==> config.mk <==
export PLATFORM = sky130hd
export DESIGN_NAME = xbuttons
export DESIGN_NICKNAME = d
export VERILOG_FILES = /design/src/rtl/xbuttons_pkg.sv /design/src/rtl/xdebounce.sv /design/src/rtl/xbuttons.sv
export SDC_FILE = /design/constraint.sdc
export NUM_CORES = 1
export LEC_CHECK = 0
export CORE_UTILIZATION = 50
export CTS_BUF_LIST = sky130_fd_sc_hd__clkbuf_4 sky130_fd_sc_hd__clkbuf_8
export DETAILED_ROUTE_END_ITERATION = 8
export PLACE_DENSITY = 0.81
export SLEW_MARGIN = 20
export SYNTH_ARGS = -nofsm -noshare
export SYNTH_HDL_FRONTEND = slang
export SYNTH_SLANG_ARGS = --single-unit
export TNS_END_PERCENT = 30
==> constraint.sdc <==
create_clock -name clk -period 1.8 [get_ports clk]
set_input_delay 0.36 -clock clk [delete_from_list [all_inputs] [get_ports clk]]
set_output_delay 0.36 -clock clk [all_outputs]
set_load 0.05 [all_outputs]
==> src/rtl/xbuttons_pkg.sv <==
// Shared constants for the push-button peripheral: bus width, register
// offsets within the peripheral and its base address on the decoder.
package xbuttons_pkg;

    localparam int unsigned DATA_W = 32;

    localparam logic BTN_LEVEL_ADDR = 1'b0;
    localparam logic BTN_EVENT_ADDR = 1'b1;

    localparam logic [31:0] BTN_BASE = 32'h0000_0040;

    typedef enum logic {
        REG_LEVEL = 1'b0,
        REG_EVENT = 1'b1
    } btn_reg_e;

endpackage

==> src/rtl/xdebounce.sv <==
// Single-bit input conditioner: 2-flop synchroniser followed by a
// debounce counter that only accepts a new level after it has been seen
// for DEBOUNCE_CYCLES consecutive cycles.
//   clk      system clock
//   rst      synchronous reset, active low
//   btn_i    raw asynchronous pin
//   stable_o debounced level
module xdebounce #(
    parameter int unsigned DEBOUNCE_CYCLES = 500000,
    parameter int unsigned CNT_W           = 19
) (
    input  logic clk,
    input  logic rst,
    input  logic btn_i,
    output logic stable_o
);

    localparam logic [CNT_W-1:0] CNT_LAST = CNT_W'(DEBOUNCE_CYCLES - 1);

    logic             sync1_q, sync1_d;
    logic             sync2_q, sync2_d;
    logic [CNT_W-1:0] cnt_q, cnt_d;
    logic             stable_q, stable_d;

    // Count consecutive mismatches; any agreement restarts the count.
    always_comb begin
        sync1_d  = btn_i;
        sync2_d  = sync1_q;
        cnt_d    = '0;
        stable_d = stable_q;
        if (sync2_q != stable_q) begin
            if (cnt_q == CNT_LAST) begin
                stable_d = sync2_q;
            end else begin
                cnt_d = cnt_q + CNT_W'(1);
            end
        end
    end

    always_ff @(posedge clk) begin
        if (!rst) begin
            sync1_q  <= 1'b0;
            sync2_q  <= 1'b0;
            cnt_q    <= '0;
            stable_q <= 1'b0;
        end else begin
            sync1_q  <= sync1_d;
            sync2_q  <= sync2_d;
            cnt_q    <= cnt_d;
            stable_q <= stable_d;
        end
    end

    assign stable_o = stable_q;

endmodule

==> src/rtl/xbuttons.sv <==
// Memory-mapped push-button peripheral. Debounces each pin and latches
// sticky press events (and, with BTN_RELEASE_EN defined, release events).
//   clk       system clock
//   rst       synchronous reset, active low
//   sel       peripheral select from the address decoder
//   we        write strobe, qualified by sel
//   addr      register offset: 0 = LEVEL, 1 = EVENT
//   data_in   write data (EVENT writes are write-1-to-clear)
//   data_out  read data, combinational from addr and registers
//   btn       raw button pins, active high
// Optional feature macro: BTN_RELEASE_EN adds release flags in EVENT
// bits [2*N_BTN-1:N_BTN].
module xbuttons
    import xbuttons_pkg::*;
#(
    parameter int unsigned DATA_W          = xbuttons_pkg::DATA_W,
    parameter int unsigned N_BTN           = 4,
    parameter int unsigned DEBOUNCE_CYCLES = 500000,
    parameter int unsigned CNT_W           = 19
) (
    input  logic              clk,
    input  logic              rst,
    input  logic              sel,
    input  logic              we,
    input  logic              addr,
    input  logic [DATA_W-1:0] data_in,
    output logic [DATA_W-1:0] data_out,
    input  logic [N_BTN-1:0]  btn
);

    logic [N_BTN-1:0] stable;
    logic [N_BTN-1:0] stable_prev_q, stable_prev_d;
    logic [N_BTN-1:0] press_q, press_d;
    logic             rd_clr;
    logic             wr_ev;
    btn_reg_e         reg_sel;

    // One conditioner per pin.
    for (genvar gi = 0; gi < int'(N_BTN); gi++) begin : g_deb
        xdebounce #(
            .DEBOUNCE_CYCLES(DEBOUNCE_CYCLES),
            .CNT_W          (CNT_W)
        ) u_deb (
            .clk     (clk),
            .rst     (rst),
            .btn_i   (btn[gi]),
            .stable_o(stable[gi])
        );
    end

    assign reg_sel = btn_reg_e'(addr);
    assign rd_clr  = sel & ~we & (addr == BTN_EVENT_ADDR);
    assign wr_ev   = sel &  we & (addr == BTN_EVENT_ADDR);

    // Clears apply first so a same-cycle edge still sets the flag.
    always_comb begin
        stable_prev_d = stable;
        press_d       = press_q;
        if (rd_clr) begin
            press_d = '0;
        end else if (wr_ev) begin
            press_d = press_q & ~data_in[N_BTN-1:0];
        end
        press_d = press_d | (stable & ~stable_prev_q);
    end

    always_ff @(posedge clk) begin
        if (!rst) begin
            stable_prev_q <= '0;
            press_q       <= '0;
        end else begin
            stable_prev_q <= stable_prev_d;
            press_q       <= press_d;
        end
    end

`ifdef BTN_RELEASE_EN
    logic [N_BTN-1:0] release_q, release_d;

    always_comb begin
        release_d = release_q;
        if (rd_clr) begin
            release_d = '0;
        end else if (wr_ev) begin
            release_d = release_q & ~data_in[2*N_BTN-1:N_BTN];
        end
        release_d = release_d | (~stable & stable_prev_q);
    end

    always_ff @(posedge clk) begin
        if (!rst) begin
            release_q <= '0;
        end else begin
            release_q <= release_d;
        end
    end

    logic [DATA_W-1:0] event_word;
    assign event_word = DATA_W'({release_q, press_q});
`else
    logic [DATA_W-1:0] event_word;
    assign event_word = DATA_W'(press_q);
`endif

    // Only the low flag bits of data_in are meaningful.
    logic unused_data;
    assign unused_data = ^data_in;

    // Read mux, independent of sel; the decoder selects between peripherals.
    always_comb begin
        data_out = '0;
        case (reg_sel)
            REG_LEVEL: data_out = DATA_W'(stable);
            REG_EVENT: data_out = event_word;
            default:   data_out = '0;
        endcase
    end

endmodule

==> qor.yml <==
synth_area_leaders: "dfxtp_1, xor2_1, nor2_1"
dieHeight_um: 95.4
relSlewSlack_pct: 66.8
status: "finished with violations"
stdcell_count: 661
dp_cells: 645
grt_pass1_wl_um: 13900
hold_viol: 0
n_antenna_cell: 0
core-area_mm2: 0.00834
p_leak_nw: 1.75
maxCapViolations: 0
layout_common_cells: "dfxtp_1, nor2_1, buf_4"
viasPerCell: 5.34
clk_pin_slew_ns: 0.10
hold_ws_ns: 0.440
cp.required_ns: 2.05
timing.final.crit_share_pct: 109
cts_tree: "built"
gr-total-overflow: 0
setup_viol: 20
clock_latency_ns: 0.36
grt_pass1_vias: 3304
synth-seq-area-share_pct: 44.1
die-area_mm2: 0.00910
drc: 0
wl_met1_um: 3840
die_x_um: 95.4
cts_inserted_buffers: 9
powerDensity_mw_per_mm2: 727
area_delta_synth_final_pct: 15.4
start_kind: "flop"
final_max_slew_viol_count: 0
met2_length_um: 3950
synth_top_area_share_pct: 44.1
whs_path_depth: 1
htreeDepth: 3
crit_type: "flop to flop"
setup_ws_ns: -0.157
vdd_drop_max_uv: 386
cts_setup_buffers: 0
fmax_mhz: 511
drt-initial-drc-count: 99
p_total_mw: 3.66
final_nets: 596
wl_per_cell_um: 12.3
ys_ff_latch: 96
syn_inst: 496
grt_use_total_pct: 19.1
met3_length_um: 249
cts_num_sinks: 96
postLayoutCoreUtil_pct: 60.3
final_common_cell: "dfxtp_1"
root_buffer: "clkbuf_8"
start_util_pct: 52.3
fin_crit_ns: 1.96
routabilityCongestion: 0.787
crit_arrival_ns: 2.21
synth_cell_types: 42
synth_edf_count: 0
worstMarginPinSlew_ns: 0.494
dp_hpwl_um: 5950
wirelength_um: 8150
ff2ff_path_depth: 5
endpoint_kind: "flop"
grt_max_degree: 20
violations: "negative setup slack"
postPlaceCellArea_mm2: 0.00481
synth_area_mm2: 0.00436
hold_class: "flop to flop"
antenna_found_initial: 0
boundaryPins: 73
num_vias: 3533
drtAntennaViolNets: 0
finalClockSkew_ns: 0.00994
stdcell_area_mm2: 0.00503
cp_max_fo: 19
fp-row-count: 33
ys_async_sr_fraction_pct: 0
syn_avg_cell_area_um2: 8.79
cts_buffer_depth: 2
ys_warn_count: 0
routed.top_layer: "met4"
synth_top_area_cell: "dfxtp_1"
synth_ff_type: "dfxtp_1"
io_buffer_count: 16
rsz0062_at_grt: "yes"
first_pass_iters: 4
drive_gt1_share_pct: 15.6
==> critical path, stage by stage, from the launching register on <==
cell and delay [ns]:
dfxtp_2 0.33, or4_4 0.53, or4_4 0.55, o211ai_4 0.20, buf_12 0.18, nor2_1 0.06
==> metrics by stage <==
stage          setup TNS (ns)  worst slack (ns)
6_report                -2.81            -0.157
4_1_cts                 -2.82            -0.155
5_1_grt                 -4.49            -0.223
3_5_place_dp            -3.49            -0.165
3_3_place_gp            -2.46            -0.125
2_1_floorplan           -2.74            -0.144
==> kinds of logic (layout without fill, tap and decap cells) <==
group           count (synthesis)  count (layout)  synth area share (%)
xor+xnor                       51              51                  10.2
mux                             7               7                  1.72
other cells                     1              28                0.0860
simple gates                  226             226                  27.6
buf+inv                        55              88                  7.43
flops                          96              96                  44.1
compound gates                 56              56                  7.66
fa+ha+maj                       4               4                  1.15
==> area by class of cell <==
type | instances | area [um2]
multi-input cells | 372 | 2250
inverters | 12 | 45.0
repair buffers | 60 | 492
clock buffers | 9 | 124
well taps | 105 | 131
fillers | 720 | 3310
clock inverters | 7 | 60.1
flip-flops and latches | 96 | 1930
==> metal layers <==
metal / up-vias / GRT usage (%)
li1: 1767 / -
met1: 1687 / 22.9
met2: 70 / 34.1
met3: 9 / 2.79
met4: 0 / 7.71
met5: - / 0
==> synth_stat cells, drive strengths merged (6+ instances only) <==
cell    instances
o31ai           9
inv            12
nand2          35
o21ai          19
nand3          29
nor2           62
or4            11
dfxtp          96
nor4            6
xnor2          20
buf            32
nand4          16
and4            9
and2           13
clkbuf         11
xor2           31
or3            16
a21oi          21
==> registers in the layout, indices dropped and copies added, names as in the netlist <==
| signal | flops |
|---|---|
| g_deb.u_deb.sync2_q | 4 |
| g_deb.u_deb.cnt_q | 76 |
| g_deb.u_deb.stable_o | 4 |
| stable_prev_q | 4 |
| press_q | 4 |
| g_deb.u_deb.sync1_q | 4 |
==> path summary, 6_finish.rpt <==
kind	from	to	slack [ns]
worst max-delay path	g_deb[2].u_deb.cnt_q[9]$_SDFF_PP0_	g_deb[2].u_deb.cnt_q[9]$_SDFF_PP0_	-0.16
worst min-delay path	g_deb[1].u_deb.cnt_q[0]$_SDFF_PP0_	g_deb[1].u_deb.cnt_q[0]$_SDFF_PP0_	0.44
worst max register to register	g_deb[2].u_deb.cnt_q[9]$_SDFF_PP0_	g_deb[2].u_deb.cnt_q[9]$_SDFF_PP0_	-0.16
worst min register to register	g_deb[1].u_deb.cnt_q[0]$_SDFF_PP0_	g_deb[1].u_deb.cnt_q[0]$_SDFF_PP0_	0.44
==> what timing repair did <==
item | CTS | global route
hold buffers | 0 | 0
setup endpoints to repair | 30 | 62
pin swaps | 1 | 0
hold endpoints to repair | 0 | 0
resized for setup | 6 | 7
==> power breakdown <==
| group | internal (mW) | total, mW | switching (mW) |
|---|---|---|---|
| Sequential | 2.13 | 2.14 | 0.00651 |
| Clock | 0.527 | 1.31 | 0.781 |
| Combinational | 0.0471 | 0.213 | 0.166 |
| Total | 2.71 | 3.66 | 0.954 |
(Power assumes the default switching activity.)
==> variant 1, RTL diff (same flow settings) <==
Build with the macro `BTN_RELEASE_EN` defined.
--- a/src/rtl/xbuttons.sv
+++ b/src/rtl/xbuttons.sv
@@ -10,6 +10,8 @@
 //   btn       raw button pins, active high
 // Optional feature macro: BTN_RELEASE_EN adds release flags in EVENT
 // bits [2*N_BTN-1:N_BTN].
+`define BTN_RELEASE_EN
+
 module xbuttons
     import xbuttons_pkg::*;
 #(
Formal check against the unedited RTL: same outputs for any inputs over 10 cycles, from zero or initial values and one cycle with rst low; that may be too few to reach the edited logic, so the function may still have changed.
==> variant 1 against the unedited design <==
The flow still finishes with violations (negative setup slack); worst setup slack got worse by 0.014 ns; global-route usage grew 0.81 points; area after synthesis grew 4.3%; final cell count increased by 6.8%; total power increased by 7.0%; cell area up 9.1%; routed wire length up 11%; sequential cell count is 4 higher.
==> variant 1: results (changes against the unedited design) <==
register area share after synthesis 0.440 (-0.000707); violated checks negative setup slack; Netlist cell types 41 (-2.4%); power share of the clock group 0.378 (+0.021); XOR/XNOR Fraction of Synth Area 0.100 (-0.00233); Compound-Gate Fraction of Synth Area 0.0883 (+0.0117); logic gate share of total power 0.054 (-0.004); Reg-to-Reg End g_deb[2].u_deb.stable_o; status complete, but fails checks; ranking of synthesized cells by area dfxtp_1 44%, xnor2_1 5.4%, nor2_1 5.0%, xor2_1 4.6%, buf_4 4.0%; met2 wire len 4.53 mm (+15%); synthesized-area fraction occupied by adder cells 0.0110 (-0.000477); multi-input combinational area share 0.431 (-0.0161); gpl congestion 0.874 (+11%); VDD IR-drop max 0.000380 V (-1.6%); vias in the first global route 3645 (+10%); DRT iter0 DRCs 72 (-27%); Hold EP g_deb[0].u_deb.cnt_q[0]; skew final 0.0131 ns (+0.00320 ns); hold path startpoint g_deb[0].u_deb.cnt_q[0]; first-pass GRT wire length 15.5 mm (+12%); seq_cells 100 (+4.2%); WL final 9.06 mm (+11%); clock buffer count in the final layout 12 (+3); # nets final 638 (+7.0%); mux share of post-synthesis cell area 0.00990 (-0.00732); depth of the worst register-to-register path 4 (-1); internal power 3.00 mW (+11%); Non-clk invs 14 (+2); Synth top cells by count 100 x dfxtp_1, 61 x nor2_1, 34 x nand2_1; Post-DP Area 5240 sq um (+9.0%); post_cts resized 3 (-3); final setup margin -0.171 ns (-0.0142 ns); r2r startpoint g_deb[2].u_deb.cnt_q[6]; total track usage 0.199 (+0.00813); fraction of layout cells with a size suffix above 1 0.181 (+0.0241); IO buf count 24 (+8); DP HPWL 6.56 mm (+10%); Lkg Pwr 1.89 nW (+7.5%); Layout clock area frac 0.0378 (+0.00126); crit-path max FO 3 (-16); Global Route met1 Usage 0.228 (-0.000569); Critical Path AT 2.27 ns (+0.06 ns); n_taps 108 (+2.9%); Seq/total area 0.367 (-0.0166); final setup vio count 20 (unchanged); met1 wire length 3.98 mm (+3.6%)
==> variant 1: cell types whose count changed in the layout (fill, tap and decap cells not counted), sizes merged, moves of 4 or more <==
cell           delta
xnor2             +8
a21oi            +10
a21boi            -4
dfxtp             +4
clkdlybuf4s50     +4
nor4              +5
nand3             -6
buf              +16
and2              +4
conb              -4
xor2              -7
==> variant 1: through the flow <==
step                      cells  worst slack (ns)  hold slack (ns)  TNS (ns)  total power, mW
after detailed placement    690            -0.147            0.426     -2.93             2.49
after global placement      690            -0.135            0.417     -2.42             2.49
final                       706            -0.171            0.433     -3.15             3.92
after floorplan             543            -0.155            0.411     -3.01             2.47
after global routing        706            -0.221            0.467     -4.27             4.07
after CTS                   706            -0.151            0.453     -2.59             3.96
==> variant 1: worst max-delay path: stages, from the launching register on <==
cell	delay [ns]
dfxtp_2	0.34
or4b_4	0.54
or4_4	0.56
or3_4	0.35
a21oi_2	0.12
==> variant 2, RTL diff (same settings) <==
Made on the original files. Put a register stage on the output `data_out`, cleared by the reset. The value now appears one clock later. Comments in the files are not updated.
--- a/src/rtl/xbuttons.sv
+++ b/src/rtl/xbuttons.sv
@@ -27,6 +27,8 @@
     output logic [DATA_W-1:0] data_out,
     input  logic [N_BTN-1:0]  btn
 );
+
+    logic [DATA_W-1:0] data_d;
 
     logic [N_BTN-1:0] stable;
     logic [N_BTN-1:0] stable_prev_q, stable_prev_d;
@@ -108,12 +110,20 @@
 
     // Read mux, independent of sel; the decoder selects between peripherals.
     always_comb begin
-        data_out = '0;
+        data_d = '0;
         case (reg_sel)
-            REG_LEVEL: data_out = DATA_W'(stable);
-            REG_EVENT: data_out = event_word;
-            default:   data_out = '0;
+            REG_LEVEL: data_d = DATA_W'(stable);
+            REG_EVENT: data_d = event_word;
+            default:   data_d = '0;
         endcase
+    end
+
+    always_ff @(posedge clk) begin
+        if (!rst) begin
+            data_out <= '0;
+        end else begin
+            data_out <= data_d;
+        end
     end
 
 endmodule
Function: same outputs for any inputs over 10 cycles, from zero or initial values and one cycle with rst low; that may be too few to reach the edited logic, so the function may still have changed.
==> variant 2 against the unedited design <==
The flow still finishes with violations (negative setup slack); critical path depth unchanged; cell area up 3.5%; count of clock-buffer cells in the layout rose by 4; area after synthesis up 3.1%; maximum frequency up 2.1%; first-iteration DRC count increased by 60%; sequential cell count up 4; routed wire length grew 4.7%; worst setup slack improved by 0.041 ns; total power increased by 3.3%; critical path type unchanged; critical endpoint is now g_deb[0].u_deb.cnt_q[6].
==> variant 2: results (changes against the unedited design) <==
Sw Ratio 0.237 (-0.0236); status complete, but fails checks; DP HPWL 6.20 mm (+4.2%); via count 3528 (-0.14%); Routed wire per std cell 12.6 um (+2.0%); cells after synthesis 503 (+1.4%); # nets final 611 (+2.5%); Power Total 3.78 mW (+3.3%); violated checks negative setup slack; Worst Setup EP g_deb[0].u_deb.cnt_q[6]; met1 wire length 3.93 mm (+2.2%); ranking of synthesized cells by area dfxtp_1 45%, xnor2_1 7.4%, nor2_1 6.3%, buf_4 4.7%, xor2_1 4.7%; placed cells 663 (+2.8%); first-pass GRT wire length 14.9 mm (+7.3%); total track usage 0.191 (-0.000528); register area share after synthesis 0.446 (+0.00469); setup_tns -1.86 ns (+0.946 ns); met3 routed WL 340 um (+37%); Hold WS 0.440 ns (+0.000651 ns); non-filler cells, final 679 (+2.7%); Lkg Pwr 1.73 nW (-1.4%); register-to-register setup slack -0.12 ns (+0.04 ns); r2r startpoint g_deb[0].u_deb.cnt_q[6]; Compound-Gate Fraction of Synth Area 0.0529 (-0.0237); final setup vio count 21 (+5.0%); final setup margin -0.116 ns (+0.0408 ns); Synth top cells by count 100 x dfxtp_1, 75 x nor2_1, 38 x xnor2_1; power share of the clock group 0.353 (-0.004); gpl congestion 0.853 (+8.4%); fraction of layout cells with a size suffix above 1 0.142 (-0.0146); XOR/XNOR Fraction of Synth Area 0.121 (+0.0184); Global Route met1 Usage 0.236 (+0.00657); mux share of post-synthesis cell area 0.0156 (-0.00163); met2 wire len 4.20 mm (+6.1%); routing usage on met2 0.326 (-0.0155)
variant 2: cell count changes after synthesis, sizes merged, moves of 7 or more:
cell	unedited run	this run
nand4	16	24
xnor2	20	38
nor2	62	75
nand2	35	25
or3	16	7
a21oi	21	9
xor2	31	24
nor4	6	17
o21ai	19	8
variant 2: worst max-delay path, cell delays in order (launching register included):
cell and delay (ns):
dfxtp_2 0.33, or4_4 0.53, or4_4 0.51, o211ai_4 0.19
buf_12 0.17, nor2_1 0.06
variant 2: how the worst min path moves through the flow:
stage                             end                   start  cells past startpoint
2_1_floorplan  g_deb[0].u_deb.sync2_q  g_deb[0].u_deb.sync1_q                      1
3_3_place_gp   g_deb[2].u_deb.sync2_q  g_deb[2].u_deb.sync1_q                      1
3_5_place_dp   g_deb[2].u_deb.sync2_q  g_deb[2].u_deb.sync1_q                      1
4_1_cts        g_deb[0].u_deb.sync2_q  g_deb[0].u_deb.sync1_q                      1
5_1_grt        g_deb[0].u_deb.sync2_q  g_deb[0].u_deb.sync1_q                      1
6_report       g_deb[0].u_deb.sync2_q  g_deb[0].u_deb.sync1_q                      1
variant 2: kinds of logic (layout without fill, tap and decap cells):
logic type	Yosys count	count (layout)
flip-flops	100	100
AO/OA/AOI/OAI	35	35
adder cells (fa/ha/maj)	4	4
AND/OR/NAND/NOR	241	241
multiplexers	7	7
buffers and inverters	53	94
XOR/XNOR	62	62
other	1	28
variant 2: final cells by class:
type	instances	area, sq um
inverter	16	60.1
fill	741	3510
tap	108	135
sequential	100	2010
timing repair buffer	62	512
clock inverter	3	21.3
clock buffer	13	166
multi-input combinational	377	2310
variant 2: repair_timing:
item / in CTS / in global routing
gates resized for setup: 5 / 5
endpoints found under the setup margin: 21 / 41
pin swaps: 3 / 2
